<file path="src/rtl/paralelo_serial_8b_if.sv">
// Parallel word lane feeding the serializer and its serial-side outputs.
//   data_in/valid_in : parallel word and qualifier from the mux stage
//   data_out         : serial bit, MSB first
//   load             : high in the cycle whose closing edge samples data_in
//   active           : sync preamble finished
// master = upstream/driver side, slave = serializer side.
interface paralelo_serial_8b_if;
  logic [7:0] data_in;
  logic       valid_in;
  logic       data_out;
  logic       load;
  logic       active;

  modport master (output data_in, valid_in, input data_out, load, active);
  modport slave  (input data_in, valid_in, output data_out, load, active);
endinterface

</file>
<file path="src/rtl/paralelo_serial_8b.sv">
// Parallel-to-serial transmit stage of the PHY lane.
// Shifts each 8-bit word out MSB-first at clk_32f, one word per 8 clocks.
// After reset a preamble of SYNC_WORDS comma bytes is sent before any data is
// accepted; whenever no valid word is present at a word boundary the comma is
// sent as the idle pattern.
// Ports:
//   clk_32f : bit clock, posedge
//   reset   : asynchronous, active-low
//   bus     : slave side of paralelo_serial_8b_if (data_in, valid_in in;
//             data_out, load, active out)
module paralelo_serial_8b #(
  parameter logic [7:0] COMMA      = 8'hBC,
  parameter int         SYNC_WORDS = 4
) (
  input  logic                  clk_32f,
  input  logic                  reset,
  paralelo_serial_8b_if.slave   bus
);

  localparam int SW = $clog2(SYNC_WORDS) + 1;
  localparam logic [SW-1:0] SYNC_LAST = SW'(SYNC_WORDS - 1);

  typedef enum logic {SYNC, ACTIVE} state_t;

  state_t        state, state_nxt;
  logic [2:0]    bit_cnt;
  logic [7:0]    shift_reg, shift_nxt;
  logic [SW-1:0] sync_cnt, sync_nxt;
  logic          boundary, accept;

  assign boundary     = (bit_cnt == 3'd7);
  assign bus.data_out = shift_reg[7];
  assign bus.load     = boundary;
  assign bus.active   = (state == ACTIVE);

  always_ff @(posedge clk_32f or negedge reset) begin
    if (!reset) begin
      state     <= SYNC;
      bit_cnt   <= 3'd0;
      shift_reg <= COMMA;     // counts as the first preamble comma
      sync_cnt  <= '0;
    end else begin
      state     <= state_nxt;
      bit_cnt   <= bit_cnt + 3'd1;
      shift_reg <= shift_nxt;
      sync_cnt  <= sync_nxt;
    end
  end

  always_comb begin
    state_nxt = state;
    sync_nxt  = sync_cnt;
    shift_nxt = {shift_reg[6:0], 1'b0};
    // The last preamble boundary already accepts data, so data follows the
    // final comma with no extra idle word.
    accept    = (state == ACTIVE) || (sync_cnt == SYNC_LAST);
    if (boundary) begin
      shift_nxt = (accept && bus.valid_in) ? bus.data_in : COMMA;
      if (state == SYNC) begin
        sync_nxt = sync_cnt + SW'(1);
        if (sync_cnt == SYNC_LAST) state_nxt = ACTIVE;
      end
    end
  end

endmodule

</file>
<file path="src/flat_wrapper.sv">
// flat-port wrapper written by rule: the top's interface ports become plain ports
module paralelo_serial_8b_flat 
#(
  parameter logic [7:0] COMMA      = 8'hBC,
  parameter int         SYNC_WORDS = 4
)
  (clk_32f, reset, bus_data_in, bus_valid_in, bus_data_out, bus_load, bus_active);
  paralelo_serial_8b_if bus_i ();
  input  logic clk_32f;
  input  logic reset;
  input wire logic [$bits(bus_i.data_in)-1:0] bus_data_in;
  input wire logic [$bits(bus_i.valid_in)-1:0] bus_valid_in;
  output wire logic [$bits(bus_i.data_out)-1:0] bus_data_out;
  output wire logic [$bits(bus_i.load)-1:0] bus_load;
  output wire logic [$bits(bus_i.active)-1:0] bus_active;
  assign bus_i.data_in = bus_data_in;
  assign bus_i.valid_in = bus_valid_in;
  assign bus_data_out = bus_i.data_out;
  assign bus_load = bus_i.load;
  assign bus_active = bus_i.active;
  paralelo_serial_8b #(.COMMA(COMMA), .SYNC_WORDS(SYNC_WORDS)) u_core (.clk_32f(clk_32f), .reset(reset), .bus(bus_i));
endmodule
</file>
<file path="config.mk">
export PLATFORM = sky130hd
export DESIGN_NAME = paralelo_serial_8b_flat
export DESIGN_NICKNAME = d
export VERILOG_FILES = /design/src/rtl/paralelo_serial_8b_if.sv /design/src/rtl/paralelo_serial_8b.sv /design/src/flat_wrapper.sv
export SDC_FILE = /design/constraint.sdc
export NUM_CORES = 1
export LEC_CHECK = 0
export CAP_MARGIN = 0
export CORE_ASPECT_RATIO = 1.25
export CORE_MARGIN = 5
export CORE_UTILIZATION = 33
export CTS_CLUSTER_DIAMETER = 200
export DETAILED_ROUTE_END_ITERATION = 8
export PLACE_DENSITY = 0.67
export SYNTH_ARGS = -nofsm -noshare
export SYNTH_HDL_FRONTEND = slang
export SYNTH_SLANG_ARGS = --single-unit
</file>
<file path="constraint.sdc">
create_clock -name clk_32f -period 1.8 [get_ports clk_32f]
set_input_delay 0.45 -clock clk_32f [delete_from_list [all_inputs] [get_ports clk_32f]]
set_output_delay 0.45 -clock clk_32f [all_outputs]
set_load 0.02 [all_outputs]
</file>
Word level (Yosys, flattened, before mapping)
Index checks and enable logic that the tools add are counted.
{"block": "totals", "regBits": 15, "latch_bits": 0, "ramBits": 0, "romBits": 0, "output_inout_bits": 3, "wordCells": 16, "n_memories": 0}
{"block": "op_classes", "addsub": 2, "multipliers": 0, "n_div": 0, "magnitude_cmp": 0, "eq_ne": 2, "n_shift": 0, "muxes": 4, "n_bitwise": 1, "n_reduce_logical": 3}
{"cell": "$mux 8", "n": 2}
{"cell": "$add 3x1->3 const B", "n": 2}
{"cell": "$eq 3x2->1 const B", "n": 1}
{"cell": "$eq 3x3->1 const B", "n": 1}
{"cell": "$mux 1", "n": 2}
{"cell": "$reduce_and 2->1", "n": 1}
{"cell": "$logic_and 1x1->1", "n": 1}
{"cell": "$logic_or 1x1->1", "n": 1}
{"cell": "$not 1->1", "n": 1}

Longest topological paths before layout
Gate-level depths: netlist of run 1.
{"block": "depth", "word_depth": 5, "depth_mapped": 6, "ltp_nobuf": 4}

Worst setup path after synthesis of run 1
OpenSTA, ideal clock, no wires.
{"block": "synth_timing", "path_type": "reg-to-reg", "start": "reg u_core.bit_cnt[0]", "end": "reg u_core.sync_cnt[1]", "setup_time_ps": 125, "t_arrival_ps": 1401, "required_time_ps": 1675, "slack_ps": 274, "stages_incl_launch_ff": 6, "n_path_buf": 1, "synth_period_minus_slack_ps": 1526, "cell_sequence": "dfrtp_1 -> ha_1 -> ha_1 -> buf_6 -> nor2b_4 -> mux2_4"}
{"block": "synth_via", "elab_chain_cells": 2}
{"element": "start: declaration", "line": "paralelo_serial_8b.sv:26", "source": "logic [2:0] bit_cnt;"}
{"element": "start signal: assignment", "line": "paralelo_serial_8b.sv:44", "source": "bit_cnt <= bit_cnt + 3'd1;"}
{"element": "$eq 3x3->1", "line": "paralelo_serial_8b.sv:31", "source": "assign boundary = (bit_cnt == 3'd7);"}
{"element": "via bus_load", "line": "flat_wrapper.sv:14", "source": "output wire logic [$bits(bus_i.load)-1:0] bus_load;"}
{"element": "$reduce_and 2->1 (no line)"}
{"element": "end signal: assignment", "line": "paralelo_serial_8b.sv:46", "source": "sync_cnt <= sync_nxt;"}
{"element": "end: declaration", "line": "paralelo_serial_8b.sv:28", "source": "logic [SW-1:0] sync_cnt, sync_nxt;"}
The timed path passes the listed nets, and every way through them passes these cells.
A chain may end at the register's enable or synchronous reset.

Worst setup path after layout of run 1
{"block": "layout_timing", "start": "reg u_core.bit_cnt[0]", "end": "out bus_load"}
{"block": "layout_via", "elab_chain_cells": 1}
{"element": "$eq 3x3->1", "line": "paralelo_serial_8b.sv:31"}
{"element": "end: declaration", "line": "flat_wrapper.sv:14"}
Every way passes these cells.

==> qor.txt, run 1 <==
unrepaired setup endpoints after global routing -> false
Crit. Startpoint -> u_core.bit_cnt[0]$_DFF_PN0_
first-pass GRT wire length -> 1.85 mm
P_sw -> 137 uW
Max Cap Violations -> 0
list of most frequent post-synthesis cells -> dfrtp_1 (10), inv_1 (9), a31oi_1 (5), dfstp_2 (5), nor2_1 (5)
worst slew pin tran -> 0.238 ns
vias per cell -> 4.58
clock sinks -> 15
clk buf depth -> 2
CTS buffer count -> 3
Yosys Warn Count -> 0
Synth area leader -> dfrtp_1
Synth top area share -> 40.0%
initial antenna violation count -> 0
Post-synth top flop -> dfrtp_1
Worst slew margin -> 84.0%
Leak Pwr -> 0.405 nW
final setup violation count -> 0
outcome -> finished clean
via count -> 408
type of origin of the critical path -> register
crit-path max FO -> 2
share of total power in combinational logic -> 7.6%
CP endpoint kind -> primary output
clk_lat worst skew -> 0.29 ns
Register-to-Register Path Depth -> 5
CP top delay family -> flip-flops
Final ANT Viol Nets -> 0
Synth Instances -> 52
row count -> 17
Hold WC Path Type -> input port to async pin
Wirelength per Cell -> 11.4 microns
clock slew seen by the registers of the worst setup and hold paths -> 0.10 ns
largest net degree at the start of global routing -> 18
Die Wd -> 48.9 microns
register share of total power -> 58.7%
hpwl dp -> 718 microns
Sw Ratio -> 22.9%
antenna fix cells -> 0
Slowest-stage cell, CP -> dfrtp_1
Post-synth EDFFs -> 0
max-slew violations -> 0
All-Layer GR Usage -> 8.71%
Bufs and invs on worst path -> 1
sequential area share after synthesis -> 61.0%
Final nets -> 86
CTS H-tree lvls -> 1
die area -> 0.00287 sq mm
synth top area cells -> dfrtp_1 (40%), dfstp_2 (21%), ha_1 (8.0%)
critical path depth -> 3
vias in the first global route -> 411
most frequent cell after synthesis -> dfrtp_1
Post-Syn Area -> 626 sq um
Starting Density -> 35.0%
CTS tree -> done
CP Class -> register to primary output
Hold Buf Count CTS -> 0
height of the die -> 58.7 microns
Clk network pwr share -> 33.7%
Pwr per Cell Area -> 739 mW/mm^2
asr flop ratio synth -> 100%
RR Startpoint -> u_core.bit_cnt[0]$_DFF_PN0_
GRT Residual Overflow -> 0
io pins -> 14
CP cell instances -> ha_1, ha_1, buf_2
Worst VDD drop -> 0.349 mV
Worst Skew -> 0.0102 ns
IO buf count -> 13
Core Footprint -> 0.00179 sq mm
fmax -> 597 MHz
cell mode on critical path -> ha_1
total internal power -> 460 uW
share of cells above drive strength 1 -> 21.4%
root buffer cell -> clkbuf_4
Netlist cell types -> 18
drt total wl -> 1.02 mm
detailed-route DRC error count -> 0
drt pass-1 iters -> 2
min cycle time layout -> 1.68 ns
Min Hold Slack -> 0.463 ns
crit path DAT -> 1.23 ns
Hold Fails Final Rpt -> 0
worst stage delay on the critical path -> 0.39 ns
GPL Wtd Cong -> 0.657
Final Cycle Share -> 93.1%
DRT iter0 DRCs -> 2
Synthesized Nets -> 67
FF+latch count, synth -> 15
Layout area overhead -> 29.2%
max reg flops -> 8
critical path required time -> 1.35 ns
TNS Setup -> 0 ns
Mean Syn Cell Area -> 12.0 sq um
==> worst reg2reg max path, delay by kind of cell, from the launching register on <==
family | cells | cell delay [ns]
flip-flops | 1 | 0.39
adder cells (fa/ha/maj) | 2 | 0.38
multiplexers | 1 | 0.29
buffers and inverters | 1 | 0.19
AND/OR/NAND/NOR | 1 | 0.16
==> routing by layer <==
| layer | part of all wire, % | GRT usage [%] | wire [microns] | up-vias |
|---|---|---|---|---|
| li1 | - | - | - | 204 |
| met1 | 48 | 10.8 | 484 | 188 |
| met2 | 42 | 11.4 | 428 | 13 |
| met3 | 6.9 | 3.29 | 70 | 3 |
| met4 | 3.4 | 8.08 | 35 | 0 |
| met5 | 0 | 0 | 0 | - |
==> repair_timing <==
| item | 4_1_cts | 5_1_grt |
|---|---|---|
| endpoints found under the setup margin | 3 | 1 |
| buffers inserted | 0 | 1 |
| pin swaps | 0 | 0 |
| resized for setup | 5 | 1 |
| hold endpoints to repair | 0 | 0 |
==> area by class of cell <==
| type | instances | area [sq um] |
|---|---|---|
| Clock inverter | 1 | 7.51 |
| Tap cell | 19 | 23.8 |
| Fill cell | 185 | 978 |
| Multi-Input combinational cell | 26 | 194 |
| Clock buffer | 3 | 22.5 |
| Sequential cell | 15 | 382 |
| Inverter | 9 | 33.8 |
| Timing Repair Buffer | 16 | 145 |
==> logic make-up (layout without fill, tap and decap cells) <==
kind of cell	Yosys count	after routing	synth area share [%]
multiplexers	2	2	4.00
buffers and inverters	11	29	8.00
AO/OA/AOI/OAI	10	10	10.2
flip-flops	15	15	61.0
AND/OR/NAND/NOR	9	9	7.40
adder cells (fa/ha/maj)	4	4	8.00
XOR/XNOR	1	1	1.40
==> power by group through the flow <==
stage	clock network, mW	logic, mW	registers, mW
floorplan	0	0.0110	0.358
global placement	0	0.0468	0.357
detailed placement	0	0.0471	0.357
CTS	0.209	0.0468	0.351
global route	0.219	0.0513	0.352
finish	0.201	0.0455	0.351
==> cells in the final DEF (no fill, tap or decap) <==
| master | Yosys | routed |
|---|---|---|
| dfrtp_1 | 10 | 10 |
| clkbuf_4 | 0 | 3 |
| dfstp_2 | 5 | 5 |
| ha_1 | 4 | 4 |
| a21o_1 | 1 | 1 |
| o22ai_1 | 2 | 2 |
| buf_4 | 0 | 3 |
| o21ai_0 | 1 | 1 |
| a31oi_1 | 5 | 5 |
| mux2i_1 | 1 | 1 |
| nand2_1 | 2 | 2 |
| mux2_4 | 1 | 1 |
| nor2_1 | 5 | 5 |
| and3_1 | 1 | 1 |
| clkdlybuf4s50_1 | 0 | 10 |
| o21a_1 | 1 | 1 |
| buf_2 | 1 | 1 |
| nor2b_4 | 1 | 1 |
| xor2_1 | 1 | 1 |
| inv_1 | 9 | 9 |
| dlygate4sd2_1 | 0 | 2 |
| clkinvlp_4 | 0 | 1 |
==> stage by stage <==
step	std cells	area, sq um	power, mW	utilization (%)	setup slack, ns
after floorplan	52	626	0.369	-	0.274
after CTS	88	807	0.607	45.2	0.00972
after global placement	84	778	0.404	43.6	0.0838
after detailed placement	84	778	0.404	43.6	0.0644
final	89	808	0.597	45.2	0.125
after global routing	89	808	0.622	45.2	0.0665
==> final timing paths <==
kind | to | slack [ns]
max | bus_load | 0.12
max in group asynchronous | u_core.shift_reg[7]$_DFF_PN1_ | 1.09
min reg2reg | u_core.bit_cnt[1]$_DFF_PN0_ | 0.48
min | u_core.shift_reg[0]$_DFF_PN0_ | 0.46
min in group clk_32f | u_core.bit_cnt[1]$_DFF_PN0_ | 0.48
max reg2reg | u_core.sync_cnt[1]$_DFFE_PN0P_ | 0.28
Note: power is estimated with default switching activity, not from simulation.
==> inputs of run 2 (changes only) <==
Settings changed: SLEW_MARGIN set to 0.
==> results of run 2 <==
No change in the layout: final DEF, timing and power equal those of run 1.
==> edit 1, RTL diff (config.mk and constraints of run 1) <==
`SYNC_WORDS` is set to 4 in 2 places; all go to 8.
--- a/src/rtl/paralelo_serial_8b.sv
+++ b/src/rtl/paralelo_serial_8b.sv
@@ -10,7 +10,7 @@
 //             data_out, load, active out)
 module paralelo_serial_8b #(
   parameter logic [7:0] COMMA      = 8'hBC,
-  parameter int         SYNC_WORDS = 4
+  parameter int         SYNC_WORDS = 8
 ) (
   input  logic                  clk_32f,
   input  logic                  reset,
--- a/src/flat_wrapper.sv
+++ b/src/flat_wrapper.sv
@@ -2,7 +2,7 @@
 module paralelo_serial_8b_flat 
 #(
   parameter logic [7:0] COMMA      = 8'hBC,
-  parameter int         SYNC_WORDS = 4
+  parameter int         SYNC_WORDS = 8
 )
   (clk_32f, reset, bus_data_in, bus_valid_in, bus_data_out, bus_load, bus_active);
   paralelo_serial_8b_if bus_i ();
Behaviour: same outputs for any inputs over 10 cycles, from zero or initial values and one cycle with reset low; that may be too few to reach the edited logic, so the function may still have changed.
==> edit 1 against run 1 <==
Clock power rose by 12%. Combinational power fell by 30%. Design area rose by 1.5%. Critical path depth did not move. Utilization rose by 0.70 points. Total power rose by 3.3%. Register-to-register slack barely moved. Non-clock buffer count fell by 1. Area after synthesis rose by 0.80%. Hold slack got worse by 0.024 ns. Wire length fell by 2.2%. Setup slack improved by 0.010 ns. Clock skew fell by 0.0067 ns. Sequential cell count rose by 1.
==> edit 1: results (changes against run 1) <==
[power]
comb_power_share=0.052  ; was 0.076
pg_clk_mw=0.225  ; was 0.201 mW
irDropWorstVdd_v=0.000381  ; was 0.000349 V
power_leakage_nw=0.391  ; was 0.405 nW
p_switching_mw=0.113  ; was 0.137 mW
sw_frac_of_total=0.183  ; was 0.229

[global_route]
grt_max_degree=17  ; was 18
grt_pass1_wl_mm=1.76  ; was 1.85 mm
track_usage=0.0797  ; was 0.0871
grt_pass1_vias=404  ; was 411

[synthesis]
syn_nets=58  ; was 67
synthCells=44  ; was 52
yosysSeqAreaShare=0.645  ; was 0.610
post_synth_num_cell_types=17  ; was 18
synth_area_leaders=dfrtp_1 (44%), dfstp_2 (21%), o22a_1 (6.9%)  ; was dfrtp_1 (40%), dfstp_2 (21%), ha_1 (8.0%)
synth_common_cells=dfrtp_1 (11), inv_1 (6), dfstp_2 (5), o22a_1 (5), ha_1 (3)  ; was dfrtp_1 (10), inv_1 (9), a31oi_1 (5), dfstp_2 (5), nor2_1 (5)

[clock_network]
clk_pin_slew_ns=0.08  ; was 0.10 ns
root_buffer=clkbuf_4  ; unchanged

[placed_design]
dpl.cell_count=77  ; was 84
dpl_cell_area_sq_um=792  ; was 778 sq um
dp_hpwl_um=722  ; was 718 um
place_congestion=0.652  ; was 0.657

[finish]
drive_gt1_frac=0.258  ; was 0.214
stdcell_count=81  ; was 89

[drt]
drt_iter0_drc=10  ; was 2
first_pass_iters=4  ; was 2
via_count=378  ; was 408
drt-total-wl_um=996  ; was 1.02 mm

[outcome]
run_status=completed  ; unchanged

[hold_path]
hp-class=reg2reg  ; was in2async

[critical_path]
path_delay_family=flip-flops  ; unchanged
crit_slowest_cell=dfrtp_1  ; unchanged
cp.arrival_ns=1.21  ; was 1.23 ns

[sta]
relSlewSlack=0.821  ; was 0.840
fin_skew_ns=0.00344  ; was 0.0102 ns

==> edit 1: what timing repair did <==
action	in CTS	in global routing
buffers inserted	0	0
gates resized for setup	5	1
hold buffers	0	0
endpoints found under the setup margin	3	1
pin swaps	0	0
endpoints found under the hold margin	0	0
==> edit 1: area by class of cell <==
class | count | area [sq um]
fill | 170 | 966
sequential | 16 | 407
multi-input combinational | 21 | 194
timing repair buffer | 15 | 138
clock buffer | 4 | 36.3
tap | 19 | 23.8
inverter | 6 | 22.5
==> edit 1: path summary, 6_finish.rpt <==
kind                              startpoint  slack [ns]                  end  cells after the start
min                        u_core.bit_cnt[0]        0.44    u_core.bit_cnt[0]                      1
min in group asynchronous              reset        0.47  u_core.shift_reg[0]                      2
max in group asynchronous              reset        1.08  u_core.shift_reg[2]                      2
max                        u_core.bit_cnt[0]        0.14             bus_load                      3
max reg2reg                u_core.bit_cnt[0]        0.28   u_core.sync_cnt[1]                      5
min reg2reg                u_core.bit_cnt[0]        0.44    u_core.bit_cnt[0]                      1
==> edit 1: through the flow <==
| step | util | worst slack [ns] |
|---|---|---|
| 2_1_floorplan | - | 0.241 |
| 3_3_place_gp | 0.443 | 0.0873 |
| 3_5_place_dp | 0.443 | 0.0480 |
| 4_1_cts | 0.463 | 0.0111 |
| 5_1_grt | 0.459 | 0.0612 |
| 6_report | 0.459 | 0.135 |
==> edit 1: kinds of logic after synthesis <==
family | after synthesis | share of synthesized area
fa+ha+maj | 3 | 0.0595
compound gates | 9 | 0.137
flops | 16 | 0.645
simple gates | 5 | 0.0516
mux | 1 | 0.0179
xor+xnor | 3 | 0.0417
buf+inv | 7 | 0.0476
==> edit 1: per-layer routing <==
metal	global-route usage	share of wire
met2	0.122	0.52
met3	0.0253	0.046
met5	0	0
met4	0.0462	0
met1	0.0984	0.44
==> edit 2, RTL diff (config.mk and constraints of run 1) <==
Without the edit above. Reset style: synchronous (`reset`), changed in one clocked block. Comments in the files are not updated.
--- a/src/rtl/paralelo_serial_8b.sv
+++ b/src/rtl/paralelo_serial_8b.sv
@@ -33,7 +33,7 @@
   assign bus.load     = boundary;
   assign bus.active   = (state == ACTIVE);
 
-  always_ff @(posedge clk_32f or negedge reset) begin
+  always_ff @(posedge clk_32f) begin
     if (!reset) begin
       state     <= SYNC;
       bit_cnt   <= 3'd0;
Check against the original RTL: differs if reset is asserted again (counterexample within 4 cycles, from zero or initial values and one cycle with reset low); with reset held inactive, the same outputs for 10 cycles.
==> edit 2 against run 1 <==
Sequential cell count stayed put. Maximum frequency is 1.6% lower. Design area is 6.3% lower. Area after synthesis is 11% lower. First-iteration DRC count stayed put. Setup slack worse by 0.027 ns. Via count is 6.6% lower. Non-clock buffer count stayed put. Global-route usage is 0.69 points lower. Wire length is 14% lower. Total power is 3.2% lower.
==> edit 2: results (changes against run 1) <==
[placed_design]
io_buffers=13  ; unchanged
place_congestion=0.662  ; was 0.657
dp_hpwl_um=673  ; was 718 um

[drt]
drt_iter0_drc=2  ; unchanged
wl_met2_um=379  ; was 428 um
highest-signal-layer=met4  ; unchanged
via_count=381  ; was 408
met3WireLength_um=85  ; was 70 um
first_pass_iters=2  ; unchanged
met1Wirelength_um=388  ; was 484 um
drt-total-wl_um=871  ; was 1.02 mm

[synthesis]
synthArstFlopShare=0  ; was 1.00
post_synth_num_cell_types=16  ; was 18
yosysWarningCount=0  ; unchanged
syn_nets=62  ; was 67
yosysSeqAreaShare=0.542  ; was 0.610
synth_area_leaders=dfxtp_1 (54%), ha_1 (9.0%), o22a_1 (7.9%)  ; was dfrtp_1 (40%), dfstp_2 (21%), ha_1 (8.0%)
synth_common_cells=dfxtp_1 (15), inv_1 (6), o22a_1 (5), ha_1 (4)  ; was dfrtp_1 (10), inv_1 (9), a31oi_1 (5), dfstp_2 (5), nor2_1 (5)

[global_route]
track_usage=0.0802  ; was 0.0871
grt_max_degree=10  ; was 18
grt_util_met2=0.104  ; was 0.114
antenna_found_initial=0  ; unchanged
grt_pass1_vias=352  ; was 411
grtUsageMet3=0.0324  ; was 0.0329
grtUsageMet1=0.0959  ; was 0.108
grt_pass1_wl_mm=1.45  ; was 1.85 mm

[outcome]
run_status=completed  ; unchanged

[clock_network]
root_buffer=clkbuf_4  ; unchanged
cts_htree_levels=1  ; unchanged
cts_buffers=3  ; unchanged
clk_pin_slew_ns=0.09
clk_latency_ns=0.27  ; was 0.29 ns

[sta]
relSlewSlack=0.790  ; was 0.840
fin_skew_ns=0.00817  ; was 0.0102 ns
fin_setup_tns_ns=0  ; unchanged

[critical_path]
path_delay_family=adder cells  ; was flip-flops
cp.arrival_ns=1.25  ; was 1.23 ns
crit_slowest_cell=dfxtp_1  ; was dfrtp_1
slowest_delay_ns=0.32  ; was 0.39 ns
path_max_fanout=2  ; unchanged

[finish]
drive_gt1_frac=0.134  ; was 0.214
nFillCells=169  ; was 185
antenna_cells=0  ; unchanged
fin_nets=83  ; was 86
largest_reg_flops=8  ; unchanged

[power]
sw_frac_of_total=0.204  ; was 0.229
irDropWorstVdd_v=0.000382  ; was 0.000349 V
power_leakage_nw=0.333  ; was 0.405 nW

[hold_path]
hp-class=reg2reg  ; was in2async

## edit 2: stage by stage
stage	cell area [sq um]	cells	worst slack, ns	utilization
2_1_floorplan	554	47	0.406	-
3_3_place_gp	729	81	0.143	0.461
3_5_place_dp	729	81	0.135	0.461
4_1_cts	756	85	0.0440	0.478
5_1_grt	757	85	0.0206	0.479
6_report	757	85	0.0974	0.479
## edit 2: repair_timing
| item | in CTS | in global routing |
|---|---|---|
| buffers inserted | 0 | 0 |
| gates resized for setup | 1 | 1 |
| endpoints found under the setup margin | 1 | 1 |
## edit 2: power by group through the flow
stage	logic [mW]	clock network, mW	registers [mW]
after detailed placement	0.0512	0	0.356
after global placement	0.0502	0	0.356
after CTS	0.0516	0.192	0.349
after global routing	0.0548	0.215	0.350
final	0.0501	0.180	0.348
after floorplan	0.0163	0	0.357
## edit 2: path summary, 6_finish.rpt
check	start	to	slack, ns	depth (start not counted)
worst max-delay path	u_core.bit_cnt[0]	bus_load	0.1	3
worst min register to register	u_core.bit_cnt[0]	u_core.bit_cnt[0]	0.43	1
worst min-delay path	u_core.bit_cnt[0]	u_core.bit_cnt[0]	0.43	1
worst max register to register	u_core.bit_cnt[0]	u_core.shift_reg[5]	0.38	5
## edit 2: area by class of cell
class                   count  area share
clock buffers               3      0.0298
clock inverters             1     0.00661
inverters                   6      0.0298
multi-input cells          26       0.306
flip-flops and latches     15       0.397
well taps                  18      0.0298
repair buffers             16       0.202
## edit 2: logic make-up (layout without fill, tap and decap cells)
logic type                 count (synthesis)  in the layout  share of synthesized area
and+or+nand+nor                           10             10                      0.117
adders and majority gates                  4              4                     0.0903
buffers and inverters                      6             26                     0.0406
muxes                                      1              1                     0.0181
AOI/OAI and AO/OA                         10             10                      0.176
xor gates and xnor gates                   1              1                     0.0158
DFF                                       15             15                      0.542
